===== src/rtl/regfile_sb.sv =====
// Register file with a pending-write scoreboard and a post-reset sweep that
// zeroes every register and pending bit before raising ready.
module regfile_sb #(
  parameter int DATA_W = 32,
  parameter int ADDR_W = 5,
  parameter int BYPASS = 1
) (
  input  logic              clk,
  input  logic              rst,
  input  logic [ADDR_W-1:0] addrSource,
  input  logic [ADDR_W-1:0] addrTarget,
  output logic [DATA_W-1:0] regSource,
  output logic [DATA_W-1:0] regTarget,
  input  logic              regWrite,
  input  logic [ADDR_W-1:0] addrDestination,
  input  logic [DATA_W-1:0] writeData,
  input  logic              issueValid,
  input  logic [ADDR_W-1:0] issueDest,
  output logic              srcPending,
  output logic              tgtPending,
  output logic              ready
);
  localparam int DEPTH = 2**ADDR_W;

  typedef enum logic {CLEAR, RUN} state_e;

  state_e            state_q, state_d;
  logic [ADDR_W-1:0] cnt_q, cnt_d;
  logic [DEPTH-1:0]  pend_q, pend_d;
  logic [DATA_W-1:0] mem_q [DEPTH];

  logic              wr_en;
  logic [ADDR_W-1:0] wr_addr;
  logic [DATA_W-1:0] wr_data;
  logic              run, wr_live;

  // Outputs are held quiet while rst is sampled high, not only after the edge.
  assign run     = (state_q == RUN) && !rst;
  assign wr_live = regWrite && (addrDestination != '0);
  assign ready   = run;

  always_comb begin
    state_d = state_q;
    cnt_d   = cnt_q;
    pend_d  = pend_q;
    wr_en   = 1'b0;
    wr_addr = addrDestination;
    wr_data = writeData;
    case (state_q)
      CLEAR: begin
        wr_en          = 1'b1;
        wr_addr        = cnt_q;
        wr_data        = '0;
        pend_d[cnt_q]  = 1'b0;
        cnt_d          = cnt_q + 1'b1;
        if (cnt_q == '1) state_d = RUN;
      end
      RUN: begin
        if (wr_live) begin
          wr_en                   = 1'b1;
          pend_d[addrDestination] = 1'b0;
        end
        // Issue is applied after the write-clear so it wins on a collision.
        if (issueValid && (issueDest != '0)) pend_d[issueDest] = 1'b1;
      end
      default: state_d = CLEAR;
    endcase
    pend_d[0] = 1'b0;
  end

  always_ff @(posedge clk) begin
    if (rst) begin
      state_q <= CLEAR;
      cnt_q   <= '0;
    end else begin
      state_q <= state_d;
      cnt_q   <= cnt_d;
      pend_q  <= pend_d;
    end
  end

  always_ff @(posedge clk) begin
    if (!rst && wr_en) mem_q[wr_addr] <= wr_data;
  end

  function automatic logic [DATA_W-1:0] rd_data(input logic [ADDR_W-1:0] a);
    if (!run)                                           return '0;
    if ((BYPASS != 0) && wr_live && (addrDestination == a)) return writeData;
    if (a == '0)                                        return '0;
    return mem_q[a];
  endfunction

  function automatic logic rd_pend(input logic [ADDR_W-1:0] a);
    if (!run)                                           return 1'b0;
    if ((BYPASS != 0) && wr_live && (addrDestination == a)) return 1'b0;
    return pend_q[a];
  endfunction

  assign regSource  = rd_data(addrSource);
  assign regTarget  = rd_data(addrTarget);
  assign srcPending = rd_pend(addrSource);
  assign tgtPending = rd_pend(addrTarget);
endmodule


===== config.mk =====
export PLATFORM = sky130hd
export DESIGN_NAME = regfile_sb
export DESIGN_NICKNAME = d
export VERILOG_FILES = /design/src/rtl/regfile_sb.sv
export SDC_FILE = /design/constraint.sdc
export NUM_CORES = 1
export LEC_CHECK = 0
export BUFFER_PORTS_ARGS = -buffer_cell sky130_fd_sc_hd__buf_2
export CAP_MARGIN = 20
export CORE_MARGIN = 3
export CORE_UTILIZATION = 50
export CTS_CLUSTER_SIZE = 40
export DETAILED_ROUTE_END_ITERATION = 8
export GPL_TIMING_DRIVEN = 0
export PLACE_DENSITY = 0.66
export SYNTH_ARGS = -nofsm -noshare
export SYNTH_HDL_FRONTEND = slang
export SYNTH_SLANG_ARGS = --single-unit

===== constraint.sdc =====
create_clock -name clk -period 3.6 [get_ports clk]
set_input_delay 0.18 -clock clk [delete_from_list [all_inputs] [get_ports clk]]
set_output_delay 0.18 -clock clk [all_outputs]
set_load 0.005 [all_outputs]

After elaboration in Yosys (flattened, before gate mapping)
Memories as Yosys holds them, arrays and structs flattened.
Cells that the tools add are included.
Storage, ports and cells
  RAM bits: 1024
  input port bits: 56
  memories: 1
  word-level logic and storage cells: 86
  output and inout port bits: 67
  register bits after elaboration: 37
Cells by class
  multiplexer cells: 50
  equal/unequal tests: 3
  add/subtract/negate cells: 1
  order comparisons: 8
  bitwise operators: 6
  reduce and logical (&&, ||, !) cells: 14
Memories
  mem_q: words 32, width 32, rd ports 2, clocked after memory_dff 0, write ports 1, RTL line 30  | logic [DATA_W-1:0] mem_q [DEPTH];
Operators by type and width (number)
  $mux 32: 15
  $and 32x32->32: 2
  $not 32->32: 2
  $pmux 32 s2: 1
  $or 32x32->32: 1
  $lt 5x6->1 const B: 5
  $mux 1: 27
  $demux 1 s5: 3
  $ge 5x1->1 const B: 3
  $bmux 1 s5: 2
  $eq 5x5->1: 2
  $logic_not 5->1: 2
  $reduce_bool 5->1: 2
  $logic_and 1x1->1: 9
  $add 5x1->5 const B: 1
  $eq 5x5->1 const B: 1
  $mux 5: 1
  $pmux 1 s2: 1
  $logic_not 1->1: 1
  $not 1->1: 1

Depth between registers and ports, before layout
Gate-level depths: netlist of run 1.
  depth after elaboration: 11
  depth in mapped cells: 9
  gate-level depth less buffers: 6

Worst setup path after synthesis of run 1
No wires, ideal clock.
  kind: in2reg
  from: input port rst
  to: memory mem_q[10][0] (enable)
  slack: 379 ps
  setup time: 421 ps
  required time: 3179 ps
  path buffers: 1
  arrival: 2800 ps
  stages: 4
  cell sequence: buf_2 inv_1 o21ai_1 nor2_1
Between the ends
  cells in the longest elaborated chain, start to end: 4
RTL lines
  start: declaration: RTL line 9  | input logic rst,
  $logic_not 1->1: RTL line 83  | if (!rst && wr_en) mem_q[wr_addr] <= wr_data;
  $logic_and 1x1->1: RTL line 83
  $mux 1: RTL line 83
  $mux 1 (implied by the code): RTL line 83
  end: declaration: RTL line 30
Every way passes these cells.

Worst setup path after layout of run 1
  from: register state_q
  to: output port regTarget[18]
Between the ends
  cells in the longest elaborated chain, start to end: 2
RTL lines
  start: declaration: RTL line 27  | state_e state_q, state_d;
  start signal: assignment: RTL line 76  | state_q <= state_d;
  $logic_and 1x1->1: RTL line 38  | assign run = (state_q == RUN) && !rst;
  $mux 32: RTL line 88  | if ((BYPASS != 0) && wr_live && (addrDestination == a)) return writeData;
  end: declaration: RTL line 13  | output logic [DATA_W-1:0] regTarget,
Every way passes these cells.

==> results of run 1 <==
cells in the mapped netlist (2+ instances only):
master / instances / share of area, %
nand2b_1: 7 / 0.087
o211ai_1: 4 / 0.060
mux4_2: 465 / 21
a221o_1: 63 / 1.3
a21o_1: 2 / 0.030
nand2_1: 102 / 0.76
a22oi_1: 144 / 2.1
and3_1: 4 / 0.050
o21ai_1: 4 / 0.040
inv_1: 7 / 0.052
mux2_2: 3 / 0.067
mux2i_1: 172 / 3.4
edfxtp_1: 1055 / 63
dfxtp_1: 6 / 0.24
o221ai_1: 64 / 1.1
ha_1: 5 / 0.12
a211oi_1: 62 / 0.92
o21ai_0: 3 / 0.030
nand3_1: 6 / 0.060
a32o_1: 6 / 0.12
nor4_1: 3 / 0.037
nand4_1: 4 / 0.050
clkbuf_1: 112 / 0.83
xnor2_1: 11 / 0.19
a32oi_1: 7 / 0.12
a21oi_1: 38 / 0.38
buf_2: 56 / 0.56
a22o_1: 17 / 0.30
buf_4: 22 / 0.33
nor3b_1: 4 / 0.060
buf_6: 13 / 0.29
nor2_1: 62 / 0.46
a31oi_1: 3 / 0.037
or2_2: 3 / 0.037
and2_1: 34 / 0.42
o22ai_1: 32 / 0.40
buf_1: 25 / 0.19
nor3_1: 43 / 0.43
nor2b_1: 42 / 0.52
flip-flops by register name, summed over array words and instances (netlist names):
register  count
pend_q       31
mem_q      1024
state_q       1
cnt_q         5
worst max-delay path by stage:
stage / from / slack (ns) / cells past startpoint / endpoint
finish: state_q$_SDFF_PP0_ / -0.06 / 7 / regTarget[18]
global route: state_q$_SDFF_PP0_ / -0.1 / 7 / regTarget[18]
CTS: state_q$_SDFF_PP0_ / 0.02 / 7 / regTarget[17]
detailed placement: addrSource[3] / -0.23 / 9 / regSource[1]
global placement: rst / -2.37 / 4 / mem_q[18][10]$_DFFE_PP_
floorplan: rst / 0.38 / 4 / mem_q[10][0]$_DFFE_PP_
logic make-up (layout without fill, tap and decap cells):
| logic type | after synthesis | count (layout) | share of synthesized area, % |
|---|---|---|---|
| muxes | 640 | 640 | 24.2 |
| DFF | 1061 | 1061 | 63.1 |
| AOI/OAI and AO/OA | 455 | 455 | 7.07 |
| xor gates and xnor gates | 12 | 12 | 0.208 |
| and+or+nand+nor | 319 | 319 | 3.05 |
| buffers and inverters | 236 | 628 | 2.25 |
| adders and majority gates | 5 | 5 | 0.124 |
| other | 0 | 5 | 0 |
timing repair:
item	4_1_cts	5_1_grt
setup buffers	2	6
hold endpoints to repair	6	0
hold buffers	1	0
resized for setup	5	12
pin swaps	1	5
setup endpoints to repair	31	98
power breakdown:
part / leakage [nW] / switching, W / internal (W)
clock network: 1.78 / 0.00495 / 0.00685
logic: 7.36 / 0.00132 / 0.000849
registers: 9.29 / 0.0000506 / 0.0135
total: 18.4 / 0.00632 / 0.0212
layout make-up:
cell class	instances	share of cell area (%)
Timing Repair Buffer	190	3.20
Clock buffer	130	4.88
Multi-Input combinational cell	1431	30.7
Inverter	8	0.0518
Buffer	227	1.91
Antenna cell	5	0.0216
Clock inverter	73	1.54
Sequential cell	1061	54.9
Tap cell	1287	2.78
placed cells by master (no fill, tap or decap), drive strengths merged, types with 9 or more instances in the layout:
cell and n:
o221ai 64, clkinvlp 9, a22oi 144, a221o 63
xnor2 11, buf 304, nand2 102, and2 35
a21oi 38, a22o 17, mux4 465, mux2i 172
inv 11, nor3 44, clkbuf 242, nor2 62
clkinv 44, edfxtp 1055, nor2b 42, o22ai 32
a211oi 62, bufinv 17
per-layer routing:
layer  routed length [um]  share of wire [%]
met5                   41              0.024
met4                 9440                5.5
met3                22300                 13
met2                77200                 45
met1                61500                 36
stage by stage:
step / power, W / hold slack, ns / instance area, sq um / util [%]
final: 0.0275 / 0.0939 / 57900 / 58.4
after CTS: 0.0276 / 0.0422 / 57400 / 57.9
after global routing: 0.0281 / 0.0815 / 57900 / 58.4
after global placement: 0.0159 / 0.487 / 52600 / 53.1
after detailed placement: 0.0159 / 0.498 / 53600 / 54.1
after floorplan: 0.0151 / 0.424 / 50400 / -
worst max-delay path: cells and delay by family, from the launching register on:
| family | cells | cell delay (ns) |
|---|---|---|
| AND/OR/NAND/NOR | 1 | 0.19 |
| AO/OA/AOI/OAI | 3 | 1.33 |
| buffers and inverters | 3 | 0.81 |
| flip-flops | 1 | 0.46 |
==> key figures, run 1 <==
Synthesis
  • Syn avg cell area: about 18 sq um
  • Ys Warns: 0
  • Async SR Flop Fraction: 0%
  • Post-synth EDFFs: 1,055
  • Post-synthesis instance total: 2,728
  • Top FF cell, synth: edfxtp_1
  • Syn Nets: 2,789
  • Synth Cell Area: roughly 0.050 sq mm
  • Yosys reg bits: around 1,100
  • Sequential element share of the synthesized area: 63.1%
  • Synth unique cells: 52

Clocking
  • H-tree Lvls: 3
  • CTS tree: done
  • TritonCTS buffer count: 110
  • Clk slew on worst S/H paths: 0.07 ns
  • CTS Buffer Depth: 3
  • Root buffer cell: clkbuf_16
  • Clk sinks: 1,061
  • Worst skew pair latency: around 0.72 ns

Worst setup path
  • FF-to-FF setup slack: 0.08 ns
  • Worst-path cell chain: nand2b_1 -> inv_1 -> o311ai_2 -> clkbuf_1 -> a211oi_1 -> a221o_1 -> buf_2
  • Crit path kind: register to primary output
  • R2R Path End: mem_q[7][6]$_DFFE_PP_
  • Worst EP required: 3.42 ns
  • CP arrival: 3.48 ns
  • Crit path launch type: register
  • Maximum fanout along the worst path: 10
  • Slowest stage cell on the critical path: a211oi_1
  • Slowest cell delay on critical path: 0.58 ns
  • Worst Setup End Kind: primary output
  • R2R depth: 6
  • R2R Path Start: state_q$_SDFF_PP0_

STA
  • RSZ-0062 raised after global routing: true
  • Final setup fails: 3
  • Final worst-path cycle share: 102%
  • Relative slew slack: between 15 and 20%
  • Slew Limit Fails: 0
  • Worst clock skew: 0.0221 ns
  • Sum Neg Setup Slack: -0.130 ns
  • Fin crit period: around 3.7 ns
  • Final Hold Vio Count: 0
  • Fmax: 273 MHz
  • Actual slew at the worst max-slew pin: about 1.3 ns
  • Final worst slack: -0.0611 ns

Cells and area
  • Share of layout cells above drive strength 1: 30.9%
  • Register area: ~0.032 sq mm
  • Synthesis-to-layout area growth: 14.9%
  • Fin cells: ~4,400
  • # fillers: 7,276
  • Final net count: just over 3,000
  • Area of the multi-input gates: between 0.015 and 0.02 sq mm

Outcome
  • Status: complete, but fails checks
  • Failing checks: setup timing

Routing
  • DR WL/cell: between 30 and 40 um
  • DRC: 0
  • DRT iter0 DRCs: around 5,000
  • Final wirelength: between 150,000 and 200,000 um
  • Drt first pass iters: 5
  • Post-detailed-route count of antenna-violating nets: 0
  • Via count: between 30,000 and 40,000
  • Via density: 7.28

Floorplanning
  • Core footprint: 0.0991 sq mm
  • I/O Pins: 123
  • Die Wd: 324 um
  • Rows: 115
  • Die height: 324 um
  • Initial Utilization: 50.9%
  • Die area: 0.105 sq mm

GRT
  • GRT Util Overall: 32.6%
  • Global Route met3 Usage: between 10% and 20%
  • Total grt overflow: 0
  • Initial antenna violation count: 9
  • Met1 usage: 43.5%
  • Vias in the first global route: 32,100
  • Gr busiest metal: met2
  • Global-route wire length before repair: 238,000 um
  • Largest net degree at the start of global routing: 33
  • Met2 Use GR: 49.4%

Worst hold path
  • Hold path start: writeData[28]
  • Worst hold path class: input port to register
  • Hold depth: 2
  • WHS Endpoint: mem_q[23][28]$_DFFE_PP_

Run
  • Max Cap Viol: 0

Power and ir drop
  • Power per Cell Area: 475 mW/mm^2
  • Pleak: 18.4 nW
  • Max VDD drop: 0.407 mV

Placement
  • Placed cell count: 4,172
  • Pre-CTS WS: -0.233 ns
  • IO Port Bufs: 117
  • RD Place Congestion: 0.993
  • Hpwl dp: 120,000 um
Power figures use the tool's default switching activity.
==> run 2, diff against run 1 <==
--- a/config.mk
+++ b/config.mk
@@ -12,6 +12,7 @@
 export CTS_CLUSTER_SIZE = 40
 export DETAILED_ROUTE_END_ITERATION = 8
 export GPL_TIMING_DRIVEN = 0
+export MAX_ROUTING_LAYER = met4
 export PLACE_DENSITY = 0.66
 export SYNTH_ARGS = -nofsm -noshare
 export SYNTH_HDL_FRONTEND = slang
==> run 2 against run 1 <==
The run still ends with setup timing left; die area did not move; clock-buffer cell count up 4; clock power about the same; first-iteration DRC count shrank 2.0%; sequential share of layout area decreased by 0.28 points; flip-flop and latch count stayed put; routed wire length rose by 0.87%; final area grew 0.51%; utilization grew 0.30 points; combinational power about the same; global-route usage is 1.4 points higher; non-clock buffer count rose by 10; critical endpoint is now regTarget[15].
==> key figures, run 2 (synthesis results as in run 1) <==
Floorplanning
  • Die area: 0.105 sq mm (unchanged)
  • Die Wd: 324 um (unchanged)
  • Initial Utilization: 50.9% (unchanged)
  • Core footprint: 0.0991 sq mm (unchanged)
  • I/O Pins: 123 (unchanged)
  • Die height: 324 um (unchanged)
  • Rows: 115 (unchanged)

Cells and area
  • Commonest non-fill, non-tap cell in the layout: edfxtp_1 (unchanged)
  • Most flops, register: mem_q (unchanged)
  • Max FFs per register: 1,024 (unchanged)
  • Synthesis-to-layout area growth: 15.5% (was 14.9%)
  • Fin cells: 4,438 (was 4,412)
  • Final net count: 3,102 (was 3,090)
  • Top flop regs: mem_q (1024), pend_q (31), cnt_q (5) (unchanged)
  • Share of layout cells above drive strength 1: 31.6% (was 30.9%)
  • Commonest non-fill, non-tap cells in the layout: edfxtp_1 (1,055), mux4_2 (465), buf_2 (174), mux2i_1 (172), a22oi_1 (144) (was edfxtp_1 (1,055), mux4_2 (465), buf_2 (175), mux2i_1 (172), a22oi_1 (144))
  • Final core utilization: 58.7% (was 58.4%)

Routing
  • DRT iter0 DRCs: 4,856 (was 4,955)
  • Drt first pass iters: 6 (was 5)
  • Via count: 32,700 (was 32,100)
  • Length of routed met3 wiring: 22,100 um (was 22,300 um)
  • Final wirelength: 172,000 um (was 170,000 um)
  • Top layer in use: met4 (was met5)
  • Met2 wire length: 77,500 um (was 77,200 um)
  • DR WL/cell: 38.7 um (was 38.6 um)
  • Met1 WL: 62,900 um (was 61,500 um)
  • DRC: 0 (unchanged)
  • Post-detailed-route count of antenna-violating nets: 0 (unchanged)
  • Via density: 7.36 (was 7.28)

GRT
  • Largest net degree at the start of global routing: 33 (unchanged)
  • GRT Util Overall: 33.9% (was 32.6%)
  • Vias in the first global route: 32,600 (was 32,100)
  • Global-route wire length before repair: 240,000 um (was 238,000 um)
  • Initial antenna violation count: 10 (was 9)
  • Total grt overflow: 0 (unchanged)

Clocking
  • Worst skew pair latency: 0.72 ns (about the same)
  • Clk sinks: 1,061 (unchanged)
  • H-tree Lvls: 3 (unchanged)
  • TritonCTS buffer count: 112 (was 110)
  • Root buffer cell: clkbuf_16 (unchanged)
  • CTS Buffer Depth: 3 (unchanged)
  • CTS tree: done (unchanged)
  • Clk slew on worst S/H paths: 0.06 ns (was 0.07 ns)

STA
  • Relative slew slack: 20.6% (was 15.7%)
  • Slew Limit Fails: 0 (unchanged)
  • Final worst slack: -0.0351 ns (was -0.0611 ns)
  • Fin Hold WS: 0.0440 ns (was 0.0939 ns)
  • Sum Neg Setup Slack: -0.0820 ns (was -0.130 ns)
  • Fin crit period: 3.64 ns (was 3.66 ns)
  • Actual slew at the worst max-slew pin: 1.19 ns (was 1.26 ns)
  • Final Hold Vio Count: 0 (unchanged)
  • Final worst-path cycle share: 101% (was 102%)
  • Worst clock skew: 0.0212 ns (was 0.0221 ns)
  • RSZ-0062 raised after global routing: true (unchanged)
  • Fmax: 275 MHz (was 273 MHz)
  • Final setup fails: 5 (was 3)

Worst setup path
  • Slowest stage cell on the critical path: clkbuf_1 (was a211oi_1)
  • Worst-path cell chain: buf_2 -> buf_2 -> clkbuf_1 -> clkbuf_1 -> a211oi_1 -> a221o_1 -> buf_2 (was nand2b_1 -> inv_1 -> o311ai_2 -> clkbuf_1 -> a211oi_1 -> a221o_1 -> buf_2)
  • Worst EP required: 3.42 ns (about the same)
  • Maximum fanout along the worst path: 10 (unchanged)
  • Crit path max-delay family: buffers and inverters (was compound AO/OA/AOI/OAI gates)
  • Buf+Inv Stages, Crit Path: 5 (was 3)
  • Crit path kind: input port to primary output (was register to primary output)
  • Worst Setup End Kind: primary output (unchanged)
  • Slowest cell delay on critical path: 0.81 ns (was 0.58 ns)
  • Most used cell, CP: buf_2
  • Crit path launch type: input port (was register)
  • CP arrival: 3.46 ns (was 3.48 ns)

Power and ir drop
  • Reg power frac: 49.0% (was 49.2%)
  • Total power: 0.0276 W (was 0.0275 W)
  • Sw frac: 23.2% (was 23.0%)
  • Clock power frac: 43.1% (was 42.9%)
  • Max VDD drop: 0.419 mV (was 0.407 mV)
  • Gate power share: 7.9% (about the same)
  • Pleak: 18.6 nW (was 18.4 nW)
  • Int Pwr: 0.0212 W (about the same)
  • Power per Cell Area: 475 mW/mm^2 (about the same)
  • Sw power: 0.00642 W (was 0.00632 W)

Outcome
  • Failing checks: setup timing (unchanged)
  • Status: complete, but fails checks (unchanged)

Placement
  • Hpwl dp: 121,000 um (was 120,000 um)
  • Placed cell count: 4,172 (unchanged)
  • IO Port Bufs: 117 (unchanged)
  • RD Place Congestion: 0.982 (was 0.993)

Run
  • Max Cap Viol: 0 (unchanged)

Worst hold path
  • Worst hold path class: input port to register (unchanged)
==> run 2: cell count changes in the layout (fill, tap and decap cells not counted), sizes merged <==
cell / before / now
inv: 11 / 12
clkbuf: 242 / 245
bufinv: 17 / 15
clkdlybuf4s15: 0 / 1
dlygate4sd3: 1 / 2
clkinv: 44 / 48
diode: 5 / 15
buf: 304 / 313
clkinvlp: 9 / 8
==> run 2: routing by layer <==
| metal | vias up | GRT usage, % |
|---|---|---|
| met1 | 17100 | 44.6 |
| met4 | 0 | 16.4 |
| met3 | 453 | 10.2 |
| met2 | 2539 | 48.7 |
| met5 | - | - |
| li1 | 12500 | - |
==> run 2: per-stage QoR <==
stage	instance area, sq um	worst slack [ns]
2_1_floorplan	50400	0.379
3_3_place_gp	52600	-2.41
3_5_place_dp	53700	-0.299
4_1_cts	57500	-0.00000466
5_1_grt	58200	-0.0803
6_report	58200	-0.0351
==> run 2: layout make-up <==
class,count,area (sq um)
fillers,7215,40900
flip-flops and latches,1061,31800
multi-input cells,1431,17800
clock buffers,134,2910
repair buffers,199,2030
well taps,1287,1610
plain buffers,228,1120
clock inverters,75,858
diodes,15,37.5
inverters,8,30.0
==> run 2: repair_timing <==
action	CTS	global route
hold endpoints to repair	6	2
hold buffers	1	1
setup buffers	5	9
resized for setup	7	20
pin swaps	2	4
setup endpoints to repair	44	136
==> run 2: final timing paths <==
| check | start | end | slack [ns] | depth (start not counted) |
|---|---|---|---|---|
| max | addrTarget[3] | regTarget[15] | -0.04 | 7 |
| min | writeData[29] | mem_q[22][29]$_DFFE_PP_ | 0.04 | 2 |
| max reg2reg | state_q$_SDFF_PP0_ | mem_q[31][9]$_DFFE_PP_ | 0.10 | 6 |
| min reg2reg | cnt_q[0]$_SDFFE_PP0N_ | cnt_q[0]$_SDFFE_PP0N_ | 0.58 | 2 |
==> run 2: power by group through the flow <==
stage	registers [W]	logic [W]	clock network [W]
after floorplan	0.0138	0.00133	0
after global placement	0.0138	0.00206	0
after detailed placement	0.0138	0.00212	0
after CTS	0.0136	0.00214	0.0119
after global routing	0.0136	0.00225	0.0125
final	0.0136	0.00218	0.0119
